File: src/rtl/cdc_hs_arbiter.sv
// cdc_hs_arbiter: round-robin arbiter sharing one CDC handshake synchronizer among N_REQ requesters,
// tagging each word with the winner's ID and tracking busy with a timeout.
module cdc_hs_arbiter #(
    parameter int N_REQ   = 4,
    parameter int DATA_W  = 8,
    parameter int ID_W    = 2,
    parameter int BUSY_TO = 8,
    parameter int CNT_W   = 16
) (
    input  logic                      i_clk,
    input  logic                      i_rst,
    input  logic [N_REQ-1:0]          req_valid,
    input  logic [N_REQ*DATA_W-1:0]   req_data,
    output logic [N_REQ-1:0]          req_ready,
    output logic                      s_valid,
    output logic [ID_W+DATA_W-1:0]    s_data,
    input  logic                      s_busy,
    output logic [ID_W-1:0]           grant_id,
    output logic [CNT_W-1:0]          xfer_cnt,
    output logic                      timeout_err
);
    typedef enum logic [1:0] {IDLE, SEND, HOLD, DRAIN} state_t;
    localparam int NP = 2 ** ID_W;
    localparam int TW = $clog2(BUSY_TO + 1);
    localparam logic [ID_W:0] NR = (ID_W + 1)'(N_REQ);

    state_t                  state_q, state_d;
    logic [ID_W-1:0]         rr_ptr_q, rr_ptr_d, grant_id_q, grant_id_d, win;
    logic [ID_W+DATA_W-1:0]  s_data_q, s_data_d;
    logic [CNT_W-1:0]        xfer_cnt_q, xfer_cnt_d;
    logic [TW-1:0]           to_cnt_q, to_cnt_d;
    logic                    timeout_err_q, timeout_err_d;
    logic [NP-1:0]           valid_pad;
    logic [ID_W:0]           sum, nxt;
    logic                    grant;

    assign valid_pad = NP'(req_valid);
    assign grant = state_q == IDLE && !s_busy && |req_valid && !i_rst;

    // Scan downward so the lowest offset from rr_ptr wins.
    always_comb begin
        win = '0;
        sum = '0;
        for (int i = N_REQ - 1; i >= 0; i--) begin
            sum = {1'b0, rr_ptr_q} + (ID_W + 1)'(i);
            sum = sum >= NR ? sum - NR : sum;
            if (valid_pad[sum[ID_W-1:0]]) win = sum[ID_W-1:0];
        end
    end

    always_ff @(posedge i_clk) begin
        if (i_rst) begin
            state_q       <= IDLE;
            rr_ptr_q      <= '0;
            grant_id_q    <= '0;
            s_data_q      <= '0;
            xfer_cnt_q    <= '0;
            to_cnt_q      <= '0;
            timeout_err_q <= 1'b0;
        end else begin
            state_q       <= state_d;
            rr_ptr_q      <= rr_ptr_d;
            grant_id_q    <= grant_id_d;
            s_data_q      <= s_data_d;
            xfer_cnt_q    <= xfer_cnt_d;
            to_cnt_q      <= to_cnt_d;
            timeout_err_q <= timeout_err_d;
        end
    end

    always_comb begin
        state_d       = state_q;
        rr_ptr_d      = rr_ptr_q;
        grant_id_d    = grant_id_q;
        s_data_d      = s_data_q;
        xfer_cnt_d    = xfer_cnt_q;
        to_cnt_d      = '0;
        timeout_err_d = timeout_err_q;
        nxt           = {1'b0, win} + 1'b1;
        case (state_q)
            IDLE: if (grant) begin
                state_d    = SEND;
                rr_ptr_d   = nxt >= NR ? '0 : nxt[ID_W-1:0];
                grant_id_d = win;
                s_data_d   = {win, req_data[win*DATA_W +: DATA_W]};
            end
            SEND: state_d = HOLD;
            HOLD: if (s_busy) begin
                state_d    = DRAIN;
                xfer_cnt_d = xfer_cnt_q + 1'b1;
            end else if (to_cnt_q == TW'(BUSY_TO - 1)) begin
                state_d       = IDLE;
                timeout_err_d = 1'b1;
            end else begin
                to_cnt_d = to_cnt_q + 1'b1;
            end
            DRAIN: state_d = s_busy ? DRAIN : IDLE;
            default: state_d = IDLE;
        endcase
    end

    always_comb begin
        req_ready = grant ? N_REQ'(1) << win : '0;
        s_valid   = state_q == SEND;
    end

    assign s_data      = s_data_q;
    assign grant_id    = grant_id_q;
    assign xfer_cnt    = xfer_cnt_q;
    assign timeout_err = timeout_err_q;
endmodule

File: config.mk
export PLATFORM = sky130hd
export DESIGN_NAME = cdc_hs_arbiter
export DESIGN_NICKNAME = d
export VERILOG_FILES = /design/src/rtl/cdc_hs_arbiter.sv
export SDC_FILE = /design/constraint.sdc
export NUM_CORES = 1
export LEC_CHECK = 0
export CAP_MARGIN = 25
export CELL_PAD_IN_SITES_DETAIL_PLACEMENT = 1
export CELL_PAD_IN_SITES_GLOBAL_PLACEMENT = 2
export CORE_ASPECT_RATIO = 0.6
export CORE_UTILIZATION = 26
export CTS_CLUSTER_DIAMETER = 120
export DETAILED_ROUTE_END_ITERATION = 10
export GPL_TIMING_DRIVEN = 1
export HOLD_SLACK_MARGIN = 0.15
export PLACE_DENSITY = 0.84
export SETUP_SLACK_MARGIN = 0.05
export SYNTH_ARGS = -nofsm -noshare
export SYNTH_HDL_FRONTEND = slang
export SYNTH_SLANG_ARGS = --single-unit
export TNS_END_PERCENT = 50
File: constraint.sdc
create_clock -name i_clk -period 4 [get_ports i_clk]
set_input_delay 0.8 -clock i_clk [delete_from_list [all_inputs] [get_ports i_clk]]
set_output_delay 0.8 -clock i_clk [all_outputs]
set_load 0.02 [all_outputs]
## After elaboration in Yosys (flattened, before gate mapping)

Index checks and enable logic that the tools add are counted.

- Logic and storage cells: 71
- Bits in latches: 0
- Register bits after elaboration: 37
- Bits in read-only memories: 0
- Input port bits: 39
- Output and inout bits: 34
- Memories kept: 0
- RAM bits: 0

- Magnitude comparators: 9
- Reduce and logical (&&, ||, !) cells: 12
- Add/subtract/negate cells: 10
- Multiply operators: 0
- Div/mod/pow operators: 0
- Mux-type cells: 23
- Bitwise operators: 2
- Shift operators: 2
- Equal/unequal tests: 6

Operators by type and width:

| cell | number |
|---|---|
| indexed part select 32 x 6 -> 8 bit | 1 |
| two-way mux 2 bit | 13 |
| adder 16 x 1 -> 16 bit, second input constant | 1 |
| >= comparator 3 bit, second input constant | 4 |
| < comparator 2 x 3 -> 1 bit, second input constant | 4 |
| binary-select mux 1 bit (select 2 bit) | 4 |
| one-hot mux 2 bit (4 select lines) | 1 |
| OR reduction 4 bit | 2 |
| subtractor 2 x 1 -> 2 bit, second input constant | 4 |
| adder 2 x 1 -> 3 bit, second input constant | 2 |
| adder 2 x 2 -> 3 bit, second input constant | 2 |
| AND reduction 2 bit | 3 |
| adder 4 x 1 -> 4 bit, second input constant | 1 |
| == test 2 bit, second input constant | 2 |
| == test 4 x 3 -> 1 bit, second input constant | 1 |
| two-way mux 1 bit | 4 |
| two-way mux 4 bit | 1 |
| << shifter 1 x 2 -> 4 bit, first input constant | 1 |
| >= comparator 2 x 3 -> 1 bit, second input constant | 1 |
| logical AND 1 bit | 3 |
| != test 3 bit, second input constant | 1 |
| AND reduction 3 bit | 1 |
| == test 2 x 1 -> 1 bit, second input constant | 1 |
| logical NOT 1 bit | 2 |
| other kinds (3) | 4 |

## Depth between registers and ports, before layout

Gate-level depths: netlist of the first run.

- Depth in word-level cells: 12
- Depth in mapped cells: 8
- Gate-level depth less buffers: 7

## Worst setup path before layout of the first run

No wires, ideal clock.

- Path type: input to output
- Start: input port req_valid[2]
- End: output port req_ready[1]
- Path slack: 1.017 ns
- Arrival time: 2.183 ns
- Cell stages on the path: 6
- Path buffers: 2
- Data required time: 3.200 ns
- Cells stage by stage: mux2i_1 -> nor2_1 -> or3_1 -> buf_4 -> buf_6 -> nor3_1

- Longest elaborated chain between the ends: 8
- Elaborated cells between the ends (all ways): 17
- Those cells by class: shift (1); mux (13); reduce/logical (3)

Ends and longest elaborated chain:

| what | line | source |
|---|---|---|
| start, declared | 12 | `input logic [N_REQ-1:0] req_valid,` |
| binary-select mux 1 bit (select 2 bit) | 47 | `if (valid_pad[sum[ID_W-1:0]]) win = sum[ID_W-1:0];` |
| two-way mux 1 bit (implied by the code) | 47 |  |
| two-way mux 2 bit (4 in series) | 47 |  |
| << shifter 1 x 2 -> 4 bit | 103 | `req_ready = grant ? N_REQ'(1) << win : '0;` |
| two-way mux 4 bit * | 103 |  |
| end, declared | 14 | `output logic [N_REQ-1:0] req_ready,` |

Mark *: on every way between the ends. The rest lies on a longest branch, timed or not. The select of a mux whose other input is x is not followed.

## Worst setup path in the final report of the first run

- Start: input port req_valid[2]
- End: output port req_ready[0]

Same word-level chain as after synthesis.

==> metrics.txt, run 1 <==
outcome=complete, but fails checks; failing checks=design-rule violations; Most common cell on crit path=clkdlybuf4s50_1; crit-path max cell delay=0.64 ns; syn_nets=259; Die X=112 µm; Tot GR Track Use=17.3%; slew margin rel.=39.1%; leading area contributor after synthesis=dfxtp_1; number of buffers inserted by hold repair at cts=0; main combinational cell family by area after synthesis=simple AND/OR/NAND/NOR gates; Sink Count=35; worst reg2reg setup slack=1.79 ns; cell-by-cell trace of the critical path=clkdlybuf4s50_1 -> nor3b_1 -> or3_1 -> inv_1 -> nor3_1 -> clkdlybuf4s50_1; hpwl dp=4660 µm; initial antenna violation count=0; Top Family by Delay on Critical Path=buffers and inverters; crit path max-delay cell type=clkdlybuf4s50_1; Final Core Density=41.8%; Final Skew=0.00615 ns; flops & latches, synth=35; cell count after synthesis=217; total grt overflow=0; Num CTS Buffers=5; Netlist Area Pre-Place=1890 µm²; routability cong.=0.767; period utilization=96.2%; min-delay src=to_cnt_q[0]; hold depth=1; DRC=2; # Max-Cap Violations=0; Slew @ Worst Pin=0.914 ns; CTS tree=built; DIE HEIGHT=68.0 µm; final worst slack=0.150 ns; die area=7620 µm²; Pleak=1.08 nW; num rows=23; setup_tns=0 ns; worst r2r dst=s_data[4]; number of global-route vias before repair=1876; Post-synth ARST share=0%; first-pass GRT wire length=9970 µm; RSZ-0062 raised after global routing=yes; root buf cell=clkbuf_16; Post-Synth Simple-Gate Area=34.0%; Tmin final=3.85 ns; post-synthesis compound-gate area fraction=7.75%; Clk Latency, worst-skew pair=0.28 ns; crit end category=primary output; ys flop type=dfxtp_1; DRT iter0 DRCs=46; H-tree levels=2; EDFF count, synth=0; Final setup viols=0; Routed Antenna Nets=0; pre-CTS setup slack=0.155 ns; Hold EP=to_cnt_q[0]; worst hold slack=0.452 ns; most frequent cell after synthesis=dfxtp_1; final WL=6270 µm; Bufs and invs on worst path=3; Fmax=260 MHz; Top Ports=73; Final Hold Viols=0; Synth Area in XOR/XNOR=7.89%; worst vdd rail ir drop=216 µV; Slew Viols, Final=0; top post-synthesis cells by area=dfxtp_1 37%, nor4b_1 7.4%, nor2_1 6.6%, xor2_1 5.6%, mux2i_1 5.3%; kind of critical path=primary input to primary output; WP data required=3.20 ns; fraction of layout cells with a size suffix above 1=7.59%; IO buf count=72; CTS Buffer Depth=2; Reg-to-Reg Start=state_q[0]; crit path DAT=3.05 ns; vias post-DR=1857; Yosys top cell area share=37.1%; # diodes=0; CORE AREA=6850 µm²; largest net degree at the start of global routing=27; drt wl/cell=16.6 µm; Area Overhead vs Synth=51.7%; Adder-Cell Fraction of Synth Area=1.99%; hold crit path type=flop to flop; post-synth cell types=35; Synth top cells by count=35 x dfxtp_1, 33 x nor2_1, 16 x nand3_1, 16 x nor4b_1, 12 x xor2_1; Vias/cell=4.93; Worst setup SP type=primary input; drt first pass iters=7; syn_area_per_cell=8.70 µm²; Starting Density=27.6%; clock-pin slew on the worst setup and hold paths=0.05 ns; sequential element share of the synthesized area=37.1%; power density cells=359 nW/µm²; Yosys warning count=0; crit path max fanout=5; NumNets Final=331; FF-to-FF path depth=6; post-synthesis mux area share=5.30%
logic make-up (layout without fill, tap and decap cells):
kind of cell | after synthesis | in the layout
AO/OA/AOI/OAI | 19 | 19
multiplexers | 10 | 10
buffers and inverters | 21 | 94
XOR/XNOR | 17 | 17
AND/OR/NAND/NOR | 112 | 112
flip-flops | 35 | 35
adder cells (fa/ha/maj) | 3 | 3
flip-flops by register name, summed over array words and instances, names as in the netlist:
| signal | count |
|---|---|
| state_q | 2 |
| s_data | 8 |
| to_cnt_q | 4 |
| timeout_err | 1 |
| rr_ptr_q | 2 |
| grant_id | 2 |
| xfer_cnt | 16 |
timing repair:
item,CTS,global route
setup endpoints to repair,0,2
resized for setup,0,1
buffers inserted,0,0
endpoints found under the hold margin,0,0
layer usage:
layer | part of all wire, % | vias to the layer above | track usage, %
met5 | 0 | - | 0
met4 | 0.88 | 0 | 4.50
met3 | 3.2 | 5 | 4.69
met2 | 40 | 24 | 24.7
met1 | 56 | 905 | 25.4
li1 | - | 923 | -
placed cells by master (no fill, tap or decap), types with 2 or more instances in the layout:
master	synthesis	routed
nand4_1	11	11
nor2_1	33	33
dfxtp_1	35	35
nor3_1	4	4
a32oi_1	8	8
and3_1	3	3
clkbuf_16	0	5
nand2_1	11	11
mux2i_1	10	10
nand2b_1	3	3
a21oi_1	9	9
xnor2_1	5	5
inv_1	6	6
nand2_2	2	2
and2_1	2	2
ha_1	3	3
clkdlybuf4s50_1	0	71
xor2_1	12	12
nor4b_1	16	16
buf_4	4	8
nand3_1	16	16
metrics by stage:
step	power [mW]	cells	instance area, µm²
finish	1.03	377	2860
global route	1.07	377	2860
CTS	1.04	377	2860
detailed placement	0.578	369	2690
global placement	0.575	369	2690
floorplan	0.484	217	1890
where the power goes:
part           total (mW)  leakage [nW]  internal, mW  switching [mW]
clock network       0.456        0.0868         0.310           0.146
logic               0.196         0.713        0.0942           0.102
registers           0.376         0.284         0.365          0.0120
layout make-up:
| cell class | instances | area [µm²] |
|---|---|---|
| inverters | 6 | 22.5 |
| fillers | 807 | 3990 |
| clock inverters | 2 | 35.0 |
| flip-flops and latches | 35 | 701 |
| repair buffers | 80 | 783 |
| clock buffers | 6 | 139 |
| multi-input cells | 161 | 1070 |
| well taps | 87 | 109 |
how the worst max path moves through the flow:
stage	start	cells after the start	end	slack [ns]
floorplan	req_valid[2]	6	req_ready[1]	1.02
global placement	req_valid[2]	8	req_ready[3]	0.19
detailed placement	req_valid[2]	6	req_ready[0]	0.15
CTS	req_valid[2]	6	req_ready[0]	0.14
global route	req_valid[2]	6	req_ready[0]	0.04
finish	req_valid[2]	6	req_ready[0]	0.15
Power figures use the tool's default switching activity.
==> run 2, diff against run 1 <==
Settings changed: PLACE_DENSITY 0.84 to default, PLACE_DENSITY_LB_ADDON from default to 0.1.
==> metrics.txt, run 2 (synthesized netlist as in run 1, its figures left out) <==
initial antenna violation count=0 (unchanged); drt first pass iters=7 (unchanged); period utilization=95.0% (was 96.2%); worst reg2reg setup slack=1.84 ns (was 1.79 ns); clock power share=39.2% (was 44.3%); CTS tree=built (unchanged); Non-Filler Instances=376 (was 377); Pleak=1.05 nW (was 1.08 nW); Fmax=263 MHz (was 260 MHz); FF-to-FF path depth=6 (unchanged); crit path DAT=3.00 ns (was 3.05 ns); Starting Density=27.6% (unchanged); crit path to=req_ready[3] (was req_ready[0]); worst vdd rail ir drop=144 µV (was 216 µV); final worst slack=0.200 ns (was 0.150 ns); Num CTS Buffers=5 (unchanged); Tot GR Track Use=15.3% (was 17.3%); IO buf count=72 (unchanged); H-tree levels=2 (unchanged); Final Hold Viols=0 (unchanged); number of global-route vias before repair=1823 (was 1876); number of buffers inserted by hold repair at cts=0 (unchanged); Sw Share=26.6% (was 25.3%); worst hold slack=0.446 ns (was 0.452 ns); hold depth=1 (unchanged); # diodes=0 (unchanged); Routed Antenna Nets=0 (unchanged); WP data required=3.20 ns (about the same); # Max-Cap Violations=0 (unchanged); total grt overflow=0 (unchanged); Final Core Density=41.2% (was 41.8%); post-CTS setup repair buffer count=0 (unchanged); Tmin final=3.80 ns (was 3.85 ns); Worst setup SP type=primary input (unchanged); hold crit path type=flop to flop (unchanged); DRT iter0 DRCs=58 (was 46); Die X=112 µm (unchanged); commonest non-fill, non-tap cell in the layout=clkdlybuf4s50_1 (unchanged); Reg power frac=40.4% (was 36.6%); CP startpoint=req_valid[2] (unchanged); max reg flops=16 (unchanged); power density cells=331 nW/µm² (was 359 nW/µm²); RSZ-0062 raised after global routing=no (was yes); hpwl dp=4310 µm (was 4660 µm); NumNets Final=330 (was 331); root buf cell=clkbuf_16 (unchanged); final WL=5500 µm (was 6270 µm); vias post-DR=1836 (was 1857); die area=7620 µm² (unchanged); drt wl/cell=14.6 µm (was 16.6 µm); slew margin rel.=52.6% (was 39.1%); Slew Viols, Final=0 (unchanged); Area Overhead vs Synth=49.4% (was 51.7%); Net Sw Power=248 µW (was 260 µW); fraction of layout cells with a size suffix above 1=7.27% (was 7.59%); num rows=23 (unchanged); Clk Latency, worst-skew pair=0.27 ns (was 0.28 ns); crit end category=primary output (unchanged); Sink Count=35 (unchanged); Final setup viols=0 (unchanged); CORE AREA=6850 µm² (unchanged); first-pass GRT wire length=9110 µm (was 9970 µm); worst r2r dst=s_data[7] (was s_data[4]); largest net degree at the start of global routing=27 (unchanged); pre-CTS setup slack=0.185 ns (was 0.155 ns); failing checks=design-rule violations (unchanged); CTS Buffer Depth=2 (unchanged); Logic pwr share=20.4% (was 19.1%); DRC=3 (was 2); setup_tns=0 ns (unchanged); Reg-to-Reg Start=state_q[1] (was state_q[0]); crit path max fanout=5 (unchanged); kind of critical path=primary input to primary output (unchanged); Vias/cell=4.88 (was 4.93); outcome=complete, but fails checks (unchanged); dpl cells=368 (was 369); routability cong.=0.721 (was 0.767); clock-pin slew on the worst setup and hold paths=0.05 ns (about the same); Post-CTS Resized=0 (unchanged); Top Ports=73 (unchanged); most frequent cells in the layout=72 x clkdlybuf4s50_1, 35 x dfxtp_1, 33 x nor2_1, 16 x nor4b_1, 16 x nand3_1 (was 71 x clkdlybuf4s50_1, 35 x dfxtp_1, 33 x nor2_1, 16 x nor4b_1, 16 x nand3_1); cell-internal power=685 µW (was 768 µW); Final Skew=0.00411 ns (was 0.00615 ns); DIE HEIGHT=68.0 µm (unchanged); Slew @ Worst Pin=0.710 ns (was 0.914 ns)
-- run 2: cell types whose count changed in the layout (fill, tap and decap cells not counted), sizes merged --
| cell | delta |
|---|---|
| buf | -1 |
| bufinv | -1 |
| clkbuf | -1 |
| clkdlybuf4s50 | +1 |
| clkinv | +2 |
| dlymetal6s2s | -1 |
-- run 2: power groups by stage --
| stage | combinational (mW) | clock (mW) | sequential, mW |
|---|---|---|---|
| final | 0.190 | 0.366 | 0.377 |
| after global routing | 0.206 | 0.396 | 0.380 |
| after CTS | 0.191 | 0.381 | 0.377 |
| after detailed placement | 0.191 | 0 | 0.384 |
| after global placement | 0.189 | 0 | 0.385 |
| after floorplan | 0.0883 | 0 | 0.396 |
-- run 2: layer usage --
layer,GRT usage [%],vias to the layer above,part of all wire (%)
met5,0,-,0
met4,2.50,0,0.31
met3,4.16,5,3.7
met2,21.7,33,39
met1,22.8,869,57
li1,-,929,-
-- run 2: worst min path at each step --
stage           startpoint           to  slack [ns]
2_1_floorplan  to_cnt_q[0]  to_cnt_q[0]        0.42
3_3_place_gp   to_cnt_q[0]  to_cnt_q[0]        0.43
3_5_place_dp   to_cnt_q[0]  to_cnt_q[0]        0.44
4_1_cts        to_cnt_q[0]  to_cnt_q[0]        0.46
5_1_grt        to_cnt_q[0]  to_cnt_q[0]        0.48
6_report       to_cnt_q[0]  to_cnt_q[0]        0.45
-- run 2: cell type report --
| type | count | area, µm² |
|---|---|---|
| sequential | 35 | 701 |
| inverter | 6 | 22.5 |
| tap | 87 | 109 |
| clock buffer | 5 | 125 |
| timing repair buffer | 79 | 773 |
| multi-input combinational | 161 | 1070 |
| clock inverter | 3 | 15.0 |
| fill | 796 | 4030 |
-- run 2: through the flow --
stage | total power, mW | instance area (µm²)
2_1_floorplan | 0.484 | 1890
3_3_place_gp | 0.574 | 2680
3_5_place_dp | 0.575 | 2680
4_1_cts | 0.949 | 2820
5_1_grt | 0.981 | 2820
6_report | 0.933 | 2820
-- run 2: critical path, stage by stage --
cell	delay, ns
clkdlybuf4s50_1	0.51
mux2i_1	0.19
nor2_1	0.09
or3_1	0.42
inv_1	0.12
ha_1	0.14
and3_1	0.13
clkdlybuf4s50_1	0.60
